**src/rtl/prog_counter.sv**
```systemverilog
// Program counter with IDLE/RUN/HALTED sequencing, jumps, relative branches and fetch counting.
// Latency: one cycle from inputs to prog_ctr/running/done/fetch_cnt; all outputs come straight from registers.
// Backpressure: stall holds the PC and fetch_cnt for the cycle; halt_req parks the block until the next start.
// Optional feature macro: PROG_COUNTER_LINK_REG_EN adds call/ret ports and a single-entry link register.
module prog_counter #(
    parameter int D = 9
) (
    input  logic         Clk,
    input  logic         Reset_n,
    input  logic         start,
    input  logic         stall,
    input  logic         abs_jump,
    input  logic         rel_branch,
    input  logic         taken,
    input  logic [D-1:0] target,
    input  logic [7:0]   offset,
    input  logic         halt_req,
`ifdef PROG_COUNTER_LINK_REG_EN
    input  logic         call,
    input  logic         ret,
`endif
    output logic [D-1:0] prog_ctr,
    output logic         running,
    output logic         done,
    output logic [15:0]  fetch_cnt
);

    localparam logic [1:0] ST_IDLE   = 2'd0;
    localparam logic [1:0] ST_RUN    = 2'd1;
    localparam logic [1:0] ST_HALTED = 2'd2;

    logic [1:0]   state_q, state_d;
    logic [D-1:0] pc_q, pc_d;
    logic [15:0]  cnt_q, cnt_d;
    logic         running_q, done_q;

    // Sign-extended displacement and the two candidate sequential addresses.
    logic [D-1:0] pc_inc;
    logic [D-1:0] pc_rel;

    assign pc_inc = pc_q + D'(1);
    assign pc_rel = pc_q + D'($signed(offset));

`ifdef PROG_COUNTER_LINK_REG_EN
    logic [D-1:0] link_q, link_d;
`endif

    // Next-state decode: one PC action per RUN cycle, highest priority first.
    always_comb begin
        state_d = state_q;
        pc_d    = pc_q;
        cnt_d   = cnt_q;
`ifdef PROG_COUNTER_LINK_REG_EN
        link_d  = link_q;
`endif
        case (state_q)
            ST_IDLE, ST_HALTED: begin
                // Every other control input is ignored while parked.
                if (start) begin
                    state_d = ST_RUN;
                    pc_d    = '0;
                    cnt_d   = '0;
                end
            end
            ST_RUN: begin
                if (halt_req) begin
                    state_d = ST_HALTED;
                end else if (stall) begin
                    pc_d = pc_q;
                end else begin
                    if (cnt_q != 16'hFFFF) begin
                        cnt_d = cnt_q + 16'd1;
                    end
`ifdef PROG_COUNTER_LINK_REG_EN
                    if (ret) begin
                        pc_d = link_q;
                    end else if (call) begin
                        link_d = pc_inc;
                        pc_d   = target;
                    end else
`endif
                    if (abs_jump) begin
                        pc_d = target;
                    end else if (rel_branch && taken) begin
                        pc_d = pc_rel;
                    end else begin
                        pc_d = pc_inc;
                    end
                end
            end
            default: begin
                state_d = ST_IDLE;
                pc_d    = '0;
                cnt_d   = '0;
            end
        endcase
    end

    // State, PC and counter registers; status flags are decoded from the next state so they are registered.
    always_ff @(posedge Clk or negedge Reset_n) begin
        if (!Reset_n) begin
            state_q   <= ST_IDLE;
            pc_q      <= '0;
            cnt_q     <= '0;
            running_q <= 1'b0;
            done_q    <= 1'b0;
        end else begin
            state_q   <= state_d;
            pc_q      <= pc_d;
            cnt_q     <= cnt_d;
            running_q <= (state_d == ST_RUN);
            done_q    <= (state_d == ST_HALTED);
        end
    end

`ifdef PROG_COUNTER_LINK_REG_EN
    // Single-entry return address captured on call.
    always_ff @(posedge Clk or negedge Reset_n) begin
        if (!Reset_n) begin
            link_q <= '0;
        end else begin
            link_q <= link_d;
        end
    end
`endif

    assign prog_ctr  = pc_q;
    assign running   = running_q;
    assign done      = done_q;
    assign fetch_cnt = cnt_q;

endmodule

```
**config.mk**
```make
export PLATFORM = sky130hd
export DESIGN_NAME = prog_counter
export DESIGN_NICKNAME = d
export VERILOG_FILES = /design/src/rtl/prog_counter.sv
export SDC_FILE = /design/constraint.sdc
export NUM_CORES = 1
export LEC_CHECK = 0
export BUFFER_PORTS_ARGS = -buffer_cell sky130_fd_sc_hd__clkbuf_2
export CORE_UTILIZATION = 28
export DETAILED_ROUTE_END_ITERATION = 7
export SLEW_MARGIN = 40
export SYNTH_ARGS = -nofsm -noshare
export SYNTH_HDL_FRONTEND = slang
export SYNTH_SLANG_ARGS = --single-unit
```
**constraint.sdc**
```tcl
create_clock -name Clk -period 3 [get_ports Clk]
set_input_delay 0.3 -clock Clk [delete_from_list [all_inputs] [get_ports Clk]]
set_output_delay 0.3 -clock Clk [all_outputs]
set_load 0.02 [all_outputs]
```
Word level (Yosys, flattened, before mapping)
Index checks and enable logic that the tools add are counted.
{"block": "totals", "romBits": 0, "mem_count": 0, "register_bits": 29, "word_cells": 36, "out_inout_bits": 27, "in_bits": 25, "latch_bits": 0, "ramBits": 0}
{"block": "classes", "eq_ne": 9, "n_div": 0, "order_cmp": 0, "muxes": 14, "n_mul": 0, "n_reduce_logical": 5, "n_bitwise": 0, "shifts": 0, "add_sub_neg": 3}
{"cell": "16-bit 2-to-1 mux", "count": 4}
{"cell": "9-bit 2-to-1 mux", "count": 5}
{"cell": "16-bit case mux with 2 select lines", "count": 1}
{"cell": "9-bit case mux with 2 select lines", "count": 1}
{"cell": "16-bit by 1-bit adder with 16-bit output (second input constant)", "count": 1}
{"cell": "16-bit != test (second input constant)", "count": 1}
{"cell": "9-bit by 1-bit adder with 9-bit output (second input constant)", "count": 1}
{"cell": "9-bit adder", "count": 1}
{"cell": "2-bit != test (second input constant)", "count": 4}
{"cell": "2-bit by 1-bit equality test with 1-bit output (second input constant)", "count": 2}
{"cell": "2-bit equality test (second input constant)", "count": 2}
{"cell": "2-bit 2-to-1 mux", "count": 2}
{"cell": "2-bit case mux with 2 select lines", "count": 1}
{"cell": "4-bit AND reduction", "count": 1}
{"cell": "3-bit AND reduction", "count": 1}
{"cell": "2-bit logical NOT", "count": 1}
{"cell": "2-bit OR reduction", "count": 1}
{"cell": "1-bit logical AND", "count": 1}

Logic depth before layout (Yosys ltp)
Gate-level depths: netlist of the first run.
{"block": "depth", "ltp_word": 6, "mapped_depth": 9, "mapped_depth_nobuf": 9}

Worst setup path after synthesis of the first run
OpenSTA, ideal clock, no wires.
{"block": "synth_timing", "kind": "register -> register", "from": "register cnt_q[0], in the netlist fetch_cnt[0]", "to": "register cnt_q[11], in the netlist fetch_cnt[11]", "n_path_buf": 1, "setup_ns": 0.129, "synth_period_minus_slack_ns": 1.970, "stages_incl_launch_ff": 8, "setup_slack_ns": 1.030, "arrival_time_ns": 1.841, "t_required_ns": 2.871, "path_cell_list": "dfrtp_1 ha_1 nand2_1 nor4_2 a41o_2 or2_1 buf_4 o21ai_0"}
{"block": "synth_via", "elab_chain_cells": 5}
{"element": "start, declared", "line": "34", "text": "logic [15:0] cnt_q, cnt_d;"}
{"element": "start signal, assigned", "line": "110", "text": "cnt_q <= cnt_d;"}
{"element": "16-bit by 1-bit adder with 16-bit output", "line": "72", "text": "cnt_d = cnt_q + 16'd1;"}
{"element": "16-bit 2-to-1 mux", "line": "71", "text": "if (cnt_q != 16'hFFFF) begin"}
{"element": "16-bit 2-to-1 mux", "line": "68", "text": "end else if (stall) begin"}
{"element": "16-bit 2-to-1 mux", "line": "66", "text": "if (halt_req) begin"}
{"element": "16-bit case mux with 2 select lines", "line": "56", "text": "case (state_q)"}
Parallel ways exist; a longest one is shown, timed or not. The select of a mux whose other input is x is not followed.
A chain may end at the register's enable or synchronous reset.

Worst setup path in the final report of the first run
{"block": "layout_timing", "from": "register cnt_q[0], in the netlist fetch_cnt[0]", "to": "register cnt_q[2], in the netlist fetch_cnt[2]"}
The elaborated chain is that of the path after synthesis.

==> results of run 1 <==
## metal layers
metal	vias to the layer above	global-route usage, %	share of wire, %
met1	822	18.5	48
met2	32	22.2	48
met3	4	2.97	3.4
met5	-	0	0
li1	886	-	-
met4	0	4.47	0.97
## cell type report
type / instances / share of cell area (%)
Clock buffer: 7 / 3.74
Timing Repair Buffer: 55 / 12.3
Inverter: 7 / 1.14
Multi-Input combinational cell: 164 / 47.2
Tap cell: 77 / 4.17
Sequential cell: 29 / 31.4
## through the flow
stage / area, sq um / hold slack, ns / setup slack, ns / util (%)
after floorplan: 1870 / 0.00441 / 1.03 / -
after global placement: 2220 / 0.415 / 0.725 / 34.7
after detailed placement: 2220 / 0.418 / 0.615 / 34.7
after CTS: 2300 / 0.115 / 0.623 / 36.1
after global routing: 2310 / 0.122 / 0.385 / 36.2
final: 2310 / 0.0477 / 0.640 / 36.2
## power by group through the flow
stage	Sequential (mW)	Combinational (mW)	Clock [mW]
finish	0.454	0.272	0.322
global route	0.459	0.305	0.347
CTS	0.454	0.276	0.331
detailed placement	0.461	0.275	0
global placement	0.459	0.273	0
floorplan	0.483	0.158	0
## cells in the final DEF, fill, tap and decap left out, types with 3 or more instances in the layout
cell	instances
sky130_fd_sc_hd__nand2_1	19
sky130_fd_sc_hd__nor2b_1	4
sky130_fd_sc_hd__o31ai_1	5
sky130_fd_sc_hd__buf_4	4
sky130_fd_sc_hd__clkbuf_2	50
sky130_fd_sc_hd__o21a_1	3
sky130_fd_sc_hd__a22o_1	3
sky130_fd_sc_hd__nor3_1	7
sky130_fd_sc_hd__a21oi_1	6
sky130_fd_sc_hd__and3_1	8
sky130_fd_sc_hd__inv_1	7
sky130_fd_sc_hd__nand4_1	3
sky130_fd_sc_hd__dfrtp_1	29
sky130_fd_sc_hd__nand2b_1	3
sky130_fd_sc_hd__clkbuf_8	6
sky130_fd_sc_hd__o31ai_2	3
sky130_fd_sc_hd__o21ai_0	26
sky130_fd_sc_hd__ha_1	9
sky130_fd_sc_hd__nand3_1	9
sky130_fd_sc_hd__a32oi_1	5
sky130_fd_sc_hd__mux2i_1	3
sky130_fd_sc_hd__a31oi_1	6
sky130_fd_sc_hd__nor2_1	15
## kinds of logic after synthesis
logic type                 after synthesis  share of synthesized area [%]
adders and majority gates               10                           7.08
DFF                                     29                           38.7
buffers and inverters                   14                           3.34
muxes                                    5                           2.81
xor gates and xnor gates                 3                           1.40
AOI/OAI and AO/OA                       69                           25.5
and+or+nand+nor                         77                           21.1
## registers in the layout, indices dropped and copies added, names as in the netlist
name       flops
fetch_cnt     16
prog_ctr       9
state_q        2
done           1
running        1
## critical path: stages (launching register included)
cell and delay, ns:
sky130_fd_sc_hd__dfrtp_1 0.40, sky130_fd_sc_hd__ha_1 0.23, sky130_fd_sc_hd__nand2_1 0.10, sky130_fd_sc_hd__nor4_2 0.47
sky130_fd_sc_hd__a41o_2 0.43, sky130_fd_sc_hd__or2_1 0.44, sky130_fd_sc_hd__o21ai_0 0.16
## worst paths after layout
path / from / to / slack [ns] / depth (start not counted)
setup / recovery: fetch_cnt[0] / fetch_cnt[2] / 0.64 / 6
hold / removal: Reset_n / prog_ctr[0] / 0.05 / 1
setup reg to reg: fetch_cnt[0] / fetch_cnt[2] / 0.64 / 6
hold reg to reg: fetch_cnt[14] / fetch_cnt[14] / 0.51 / 1
max in group asynchronous: Reset_n / fetch_cnt[5] / 2.53 / 1
min in group Clk: target[4] / prog_ctr[4] / 0.28 / 3
==> results.json, run 1 <==
{
  "register_bit_total_from_synthesis": 29,
  "cp_max_fo": 17,
  "timing.final.hold_violations": 0,
  "final.setup.tns_ns": 0,
  "setup_viol_count_final": 0,
  "initial_utilization_pct": 29.3,
  "synth_cell_count_leaders": "29 x sky130_fd_sc_hd__dfrtp_1, 26 x sky130_fd_sc_hd__o21ai_0, 19 x sky130_fd_sc_hd__nand2_1",
  "synthesis.area_per_instance_sq_um": 9.05,
  "post_cts.resized_instances": 0,
  "cts.sink_count": 29,
  "ys.warnings.count": 0,
  "die-area_sq_um": 7020,
  "outcome": "complete, no violations",
  "cts_setup_buffers": 0,
  "first_iter_violations": 110,
  "multi_input_area_sq_um": 1090,
  "max_freq_mhz": 424,
  "grt_first_pass_wirelength_microns": 7960,
  "p_sw_share_pct": 32.3,
  "clock_power_share_pct": 30.8,
  "transition_at_the_pin_with_the_smallest_max_transition_slack_ns": 0.648,
  "irDropWorstVdd_v": 0.000194,
  "post-route-min-period_ns": 2.36,
  "layoutNonFillerInstCount": 339,
  "dpl.cell_count": 332,
  "clock_tree.root_cell": "sky130_fd_sc_hd__clkbuf_8",
  "top_level_ports": 52,
  "cts_hold_buffers": 0,
  "power_dens_cells_nw_per_um2": 453,
  "share_comb_of_total_power_pct": 25.9,
  "timing_max_transition_violations_final": 0,
  "ctsLongestPathBuffers": 2,
  "synth_fp_nets": 242,
  "overflow": 0,
  "ys_dominant_reg_cell": "sky130_fd_sc_hd__dfrtp_1",
  "core_area_sq_um": 6390,
  "drive_above_1_share_pct": 28.2,
  "rsz0062_at_grt": "no",
  "internal_power_uw": 709,
  "final.setup_skew_ns": 0.00324,
  "seq_power_share_pct": 43.3,
  "maxCapViolations": 0,
  "groute.usage.overall_pct": 13.8,
  "power.switching_uw": 339,
  "route.final.wire_length_microns": 4640,
  "synth.lib_cells_used.distinct": 46,
  "syn2layout_area_growth_pct": 23.4,
  "final_routed_wire_length_divided_by_cell_count_microns": 13.7,
  "synth_largest_type_area_fraction_pct": 38.7,
  "ys_seq_area_share_pct": 38.7,
  "cp-start-kind": "flip-flop",
  "clock_latency_ns": 0.27,
  "layout.nets": 297,
  "synth_largest_area_cell": "sky130_fd_sc_hd__dfrtp_1",
  "dpl_wire_length_microns": 3510,
  "layout.filler_cells": 663,
  "timing_worst_setup_path_type": "flip-flop to flip-flop",
  "gp_routability_congestion": 0.775,
  "port_buffers": 51,
  "leakage_nw": 1.11,
  "cp.arrival_ns": 2.50,
  "route.vias.total": 1744,
  "ant_nets": 0,
  "floorplan.rows": 29,
  "worstHoldPathType": "input port to asynchronous set/reset pin",
  "n_antenna_cell": 0,
  "netlist_top_cells_area": "sky130_fd_sc_hd__dfrtp_1 39%, sky130_fd_sc_hd__o21ai_0 6.9%, sky130_fd_sc_hd__ha_1 6.0%",
  "critical_path.endpoint_type": "flip-flop",
  "synth_area_sq_um": 1870,
  "route.detailed.vias_per_inst": 5.14,
  "grt_antenna_before_repair": 0,
  "worst-endpoint-required_ns": 3.14,
  "htree_levels": 2,
  "count_of_flip_flops_with_a_built_in_enable_after_synthesis": 0,
  "synthesis.instances": 207,
  "number_of_global_route_vias_before_repair": 1714,
  "ys_async_sr_fraction_pct": 100,
  "period_share_pct": 78.7,
  "tritoncts": "yes",
  "residual_drc": 0,
  "report.power.total_mw": 1.05,
  "cts.reportedPaths.clkPinSlew_ns": 0.06,
  "cts_made_buffers": 5,
  "slew_headroom_pct": 56.8,
  "drt-pass1-iter-count": 4,
  "synth_most_common_cell": "sky130_fd_sc_hd__dfrtp_1",
  "chipWidth_microns": 83.8,
  "grt_start_max_net_pins": 30,
  "area.sequential_sq_um": 726,
  "floorplan.die.height_microns": 83.8
}
Power figures use the tool's default switching activity.
==> run 2: changes to the inputs <==
- clock period: 3 -> 2.2 ns (I/O delays scaled with it)
==> run 2 against run 1 <==
The run now ends with negative hold slack left. Clock-buffer cell count unchanged. Register-to-register slack got worse by 0.49 ns. Total power grew 38%. Sequential cell count unchanged. Clock power grew 37%. Fmax grew 15%. First-iteration DRC count shrank 15%. Highest routed layer unchanged. Global-route usage down 0.20 points. Sequential power is 37% higher. Sequential share of layout area down 0.32 points.
==> results.json, run 2 (same netlist as run 1, synthesis figures left out) <==
{
  "outcome": "finished, violations left",
  "violations": "negative hold slack",
  "slew_headroom_pct": 55.0,
  "residual_drc": 0,
  "met3_wirelength_microns": 137,
  "syn2layout_area_growth_pct": 24.6,
  "timing_worst_setup_path_type": "flip-flop to flip-flop",
  "die-area_sq_um": 7020,
  "reg2reg_to": "prog_ctr[8]",
  "ff2ff_setup_slack_ns": 0.15,
  "post_cts.resized_instances": 0,
  "timing.final.hold_violations": 29,
  "post-route-min-period_ns": 2.05,
  "pre_cts_slack_ns": 0.0784,
  "worstHoldPathType": "input port to asynchronous set/reset pin",
  "cp_max_fo": 3,
  "route.detailed.vias_per_inst": 5.20,
  "reg2reg_depth": 8,
  "power_dens_cells_nw_per_um2": 620,
  "overflow": 0,
  "most_used_cells_in_the_layout_excluding_fill_and_tap_cells": "50 x sky130_fd_sc_hd__clkbuf_2, 29 x sky130_fd_sc_hd__dfrtp_1, 26 x sky130_fd_sc_hd__o21ai_0, 19 x sky130_fd_sc_hd__nand2_1, 15 x sky130_fd_sc_hd__nor2_1",
  "htree_levels": 2,
  "initial_utilization_pct": 29.3,
  "number_of_global_route_vias_before_repair": 1635,
  "worst-endpoint-required_ns": 2.37,
  "cp.arrival_ns": 2.22,
  "layout.filler_cells": 661,
  "report.power.total_mw": 1.45,
  "clock_power_share_pct": 30.4,
  "maxCapViolations": 0,
  "max_freq_mhz": 488,
  "grt_antenna_before_repair": 0,
  "cts_setup_buffers": 0,
  "p_sw_share_pct": 32.6,
  "drive_above_1_share_pct": 28.9,
  "cp-start-kind": "flip-flop",
  "route.final.wire_length_microns": 4660,
  "chipWidth_microns": 83.8,
  "port_buffers": 51,
  "irDropWorstVdd_v": 0.000193,
  "final.setup_skew_ns": 0.00292,
  "clock_latency_ns": 0.28,
  "drt-pass1-iter-count": 4,
  "ctsLongestPathBuffers": 2,
  "power.switching_uw": 472,
  "cts_hold_buffers": 0,
  "timing_max_transition_violations_final": 0,
  "worst_slack_ns": 0.152,
  "largest_register_ff_count": 16,
  "critical_path.endpoint_type": "flip-flop",
  "leakage_nw": 1.13,
  "critical_path.reg2reg.startpoint": "prog_ctr[0]",
  "first_iter_violations": 93,
  "met2RoutedLength_microns": 2190,
  "layout.nets": 301,
  "final_routed_wire_length_divided_by_cell_count_microns": 13.6,
  "timing.critical_path.from": "prog_ctr[0]",
  "dpl_wire_length_microns": 3470,
  "cts.sink_count": 29,
  "cts_made_buffers": 5,
  "finalHoldWorstSlack_ns": -0.0283,
  "route.vias.total": 1784,
  "layout_commonest_cell": "sky130_fd_sc_hd__clkbuf_2",
  "seq_power_share_pct": 42.8,
  "final.setup.tns_ns": 0,
  "clock_tree.root_cell": "sky130_fd_sc_hd__clkbuf_8",
  "share_comb_of_total_power_pct": 26.8,
  "grt_first_pass_wirelength_microns": 7640,
  "layoutNonFillerInstCount": 343,
  "dpl.cell_count": 336,
  "grt_start_max_net_pins": 30,
  "wl_met1_microns": 2250,
  "setup_viol_count_final": 0,
  "top_level_ports": 52,
  "rsz0062_at_grt": "no",
  "n_antenna_cell": 0,
  "top_signal_layer_used": "met4",
  "transition_at_the_pin_with_the_smallest_max_transition_slack_ns": 0.676,
  "cts.reportedPaths.clkPinSlew_ns": 0.06,
  "floorplan.die.height_microns": 83.8,
  "core_area_sq_um": 6390,
  "tritoncts": "yes",
  "groute.usage.overall_pct": 13.6,
  "internal_power_uw": 976,
  "floorplan.rows": 29,
  "ant_nets": 0,
  "gp_routability_congestion": 0.844,
  "period_share_pct": 93.1
}
run 2: cell types whose count changed in the layout (fill, tap and decap cells not counted), sizes merged:
| cell | before | now |
|---|---|---|
| buf | 5 | 9 |
run 2: routing by layer:
layer / track usage, % / vias to the layer above
li1: - / 896
met1: 17.2 / 857
met2: 22.2 / 25
met3: 3.07 / 6
met4: 6.01 / 0
met5: 0 / -
run 2: power by group through the flow:
stage	sequential [mW]	clock (mW)	combinational (mW)
after global routing	0.625	0.477	0.425
final	0.620	0.440	0.387
after global placement	0.627	0	0.387
after floorplan	0.658	0	0.215
after CTS	0.619	0.455	0.391
after detailed placement	0.628	0	0.389
run 2: how the worst max path moves through the flow:
stage / end / slack (ns) / cells after the start
floorplan: fetch_cnt[11] / 0.23 / 7
detailed placement: prog_ctr[8] / 0.08 / 8
CTS: prog_ctr[8] / 0.16 / 8
finish: prog_ctr[8] / 0.15 / 8
global placement: prog_ctr[8] / 0.10 / 8
global route: prog_ctr[8] / 0.01 / 8
run 2: area by class of cell:
cell class                 instances  area, sq um  share of cell area (%)
timing repair buffer              59          315                    13.5
multi-input combinational        164         1080                    46.5
tap                               77         96.3                    4.13
clock buffer                       7         86.3                    3.70
sequential                        29          726                    31.1
inverter                           7         26.3                    1.13
run 2: metrics by stage:
stage,cell area [sq um],util (%)
2_1_floorplan,1870,-
3_3_place_gp,2250,35.2
5_1_grt,2330,36.6
4_1_cts,2330,36.6
6_report,2330,36.6
3_5_place_dp,2250,35.2
run 2: worst max-delay path: stages (launching register included):
cell,delay (ns)
sky130_fd_sc_hd__dfrtp_1,0.39
sky130_fd_sc_hd__ha_1,0.21
sky130_fd_sc_hd__inv_1,0.07
sky130_fd_sc_hd__fa_1,0.17
sky130_fd_sc_hd__nor2b_1,0.07
sky130_fd_sc_hd__o31a_1,0.28
sky130_fd_sc_hd__o41ai_1,0.45
sky130_fd_sc_hd__mux2i_1,0.23
sky130_fd_sc_hd__nand2_1,0.06
==> run 3: changes to the inputs <==
- SLEW_MARGIN: 40 -> 20
- clock period: 2.2 -> 2.6 ns (I/O delays scaled with it)
==> run 3 against run 2 <==
Sequential cell count stayed put. Sequential share of layout area grew 0.10 points. Global-route usage is 0.20 points higher. Register-to-register slack improved by 0.42 ns. Die area did not move. The flow now finishes without violations. Non-clock buffer count is 1 lower. Clock skew up 0.0038 ns. Critical path depth unchanged. Total power fell by 16%.
==> results.json, run 3 (same netlist as run 1, synthesis figures left out) <==
{
  "cp_max_fo": 3,
  "cts.reportedPaths.clkPinSlew_ns": 0.06,
  "cp-start-kind": "flip-flop",
  "power.switching_uw": 399,
  "reg2reg_depth": 8,
  "most_used_cells_in_the_layout_excluding_fill_and_tap_cells": "51 x sky130_fd_sc_hd__clkbuf_2, 29 x sky130_fd_sc_hd__dfrtp_1, 26 x sky130_fd_sc_hd__o21ai_0, 19 x sky130_fd_sc_hd__nand2_1, 15 x sky130_fd_sc_hd__nor2_1",
  "timing_max_transition_violations_final": 0,
  "clock_power_share_pct": 30.5,
  "cts_hold_buffers": 0,
  "timing_worst_setup_path_type": "flip-flop to flip-flop",
  "route.vias.total": 1784,
  "layout.core_utilization_pct": 36.4,
  "dpl_wire_length_microns": 3480,
  "floorplan.rows": 29,
  "final_routed_wire_length_divided_by_cell_count_microns": 13.8,
  "layout.nets": 300,
  "groute.usage.overall_pct": 13.8,
  "timing.final.hold_violations": 0,
  "syn2layout_area_growth_pct": 24.2,
  "timing.critical_path.depth": 8,
  "drt-pass1-iter-count": 7,
  "final_area_sq_um": 2330,
  "top_level_ports": 52,
  "initial_utilization_pct": 29.3,
  "route.detailed.vias_per_inst": 5.22,
  "irDropWorstVdd_v": 0.000197,
  "worst_path_dominant_cell_family": "compound AO/OA/AOI/OAI gates",
  "chipWidth_microns": 83.8,
  "critical_path.endpoint_type": "flip-flop",
  "internal_power_uw": 823,
  "largest_register_ff_count": 16,
  "core_area_sq_um": 6390,
  "drive_above_1_share_pct": 28.7,
  "gp_routability_congestion": 0.884,
  "htree_levels": 2,
  "port_buffers": 51,
  "tritoncts": "yes",
  "outcome": "complete, no violations",
  "p_sw_share_pct": 32.7,
  "ctsLongestPathBuffers": 2,
  "layout_commonest_cell": "sky130_fd_sc_hd__clkbuf_2",
  "grt_antenna_before_repair": 0,
  "grt_start_max_net_pins": 30,
  "floorplan.die.height_microns": 83.8,
  "cts_setup_buffers": 0,
  "dpl_cell_area_sq_um": 2240,
  "slew_headroom_pct": 49.8,
  "route.final.wire_length_microns": 4720,
  "period_share_pct": 78.0,
  "cts_made_buffers": 5,
  "dpl.cell_count": 335,
  "timing.critical_path.slowest_stage_cell": "sky130_fd_sc_hd__o41ai_1",
  "cts.sink_count": 29,
  "layoutNonFillerInstCount": 342,
  "stage_delay_of_the_slowest_cell_on_the_critical_path_ns": 0.41,
  "clock_tree.root_cell": "sky130_fd_sc_hd__clkbuf_8",
  "share_comb_of_total_power_pct": 26.7,
  "final.setup.tns_ns": 0,
  "cp.arrival_ns": 2.19,
  "post-route-min-period_ns": 2.03,
  "power_dens_cells_nw_per_um2": 525,
  "area.sequential_sq_um": 726,
  "number_of_global_route_vias_before_repair": 1692,
  "ant_nets": 0,
  "overflow": 0,
  "first_iter_violations": 126,
  "die-area_sq_um": 7020,
  "worstHoldPathType": "input port to asynchronous set/reset pin",
  "grt_first_pass_wirelength_microns": 7890,
  "timing.critical_path.cells": "ha_1 -> inv_1 -> fa_1 -> nor2b_1 -> o31a_1 -> o41ai_1 -> mux2i_1 -> nand2_1",
  "critical_path_buf_inv_count": 1,
  "layout.filler_cells": 651,
  "maxCapViolations": 0,
  "finalHoldWorstSlack_ns": 0.0461,
  "final.setup_skew_ns": 0.00673,
  "seq_power_share_pct": 42.8,
  "leakage_nw": 1.13,
  "n_antenna_cell": 0,
  "clock_latency_ns": 0.28,
  "worst-endpoint-required_ns": 2.76,
  "setup_viol_count_final": 0,
  "multi_input_area_sq_um": 1080,
  "max_freq_mhz": 493,
  "rsz0062_at_grt": "no",
  "transition_at_the_pin_with_the_smallest_max_transition_slack_ns": 0.753,
  "residual_drc": 0,
  "post_cts.resized_instances": 0
}
[run 3: changes by cell type in the layout (fill, tap and decap cells not counted), sizes merged]
cell / delta
clkbuf: +1
buf: -2
[run 3: per-stage QoR]
stage,power (mW),worst slack (ns)
CTS,1.24,0.532
floorplan,0.739,0.630
detailed placement,0.857,0.453
global route,1.30,0.339
global placement,0.852,0.475
finish,1.22,0.572
[run 3: per-layer routing]
metal  routed length [microns]  GRT usage, %  vias to the layer above
met1                      2160          18.0                      856
met5                         0             0                        -
met4                        51          5.39                        0
met3                       149          3.56                        4
li1                          -             -                      896
met2                      2350          22.0                       28
[run 3: worst paths after layout]
kind	startpoint	endpoint	slack, ns
setup reg to reg	prog_ctr[0]	prog_ctr[8]	0.57
max in group asynchronous	Reset_n	fetch_cnt[14]	2.07
min in group Clk	target[4]	prog_ctr[4]	0.24
setup / recovery	prog_ctr[0]	prog_ctr[8]	0.57
hold reg to reg	fetch_cnt[10]	fetch_cnt[10]	0.52
hold / removal	Reset_n	done	0.05
[run 3: layout make-up]
cell class	count	area share, %
well taps	77	4.14
multi-input cells	164	46.6
repair buffers	58	13.2
clock buffers	7	3.71
inverters	7	1.13
flip-flops and latches	29	31.2
[run 3: worst register-to-register path, stage by stage (launching register included)]
cell and delay [ns]:
sky130_fd_sc_hd__dfrtp_1 0.39, sky130_fd_sc_hd__ha_1 0.22, sky130_fd_sc_hd__inv_1 0.07, sky130_fd_sc_hd__fa_1 0.18, sky130_fd_sc_hd__nor2b_1 0.08, sky130_fd_sc_hd__o31a_1 0.28
sky130_fd_sc_hd__o41ai_1 0.41, sky130_fd_sc_hd__mux2i_1 0.23, sky130_fd_sc_hd__nand2_1 0.06
[run 3: power by group through the flow]
stage | Combinational [mW] | Clock [mW] | Sequential, mW
final | 0.326 | 0.373 | 0.524
after global routing | 0.361 | 0.403 | 0.531
after CTS | 0.329 | 0.387 | 0.523
after detailed placement | 0.325 | 0 | 0.532
after global placement | 0.321 | 0 | 0.531
after floorplan | 0.182 | 0 | 0.557
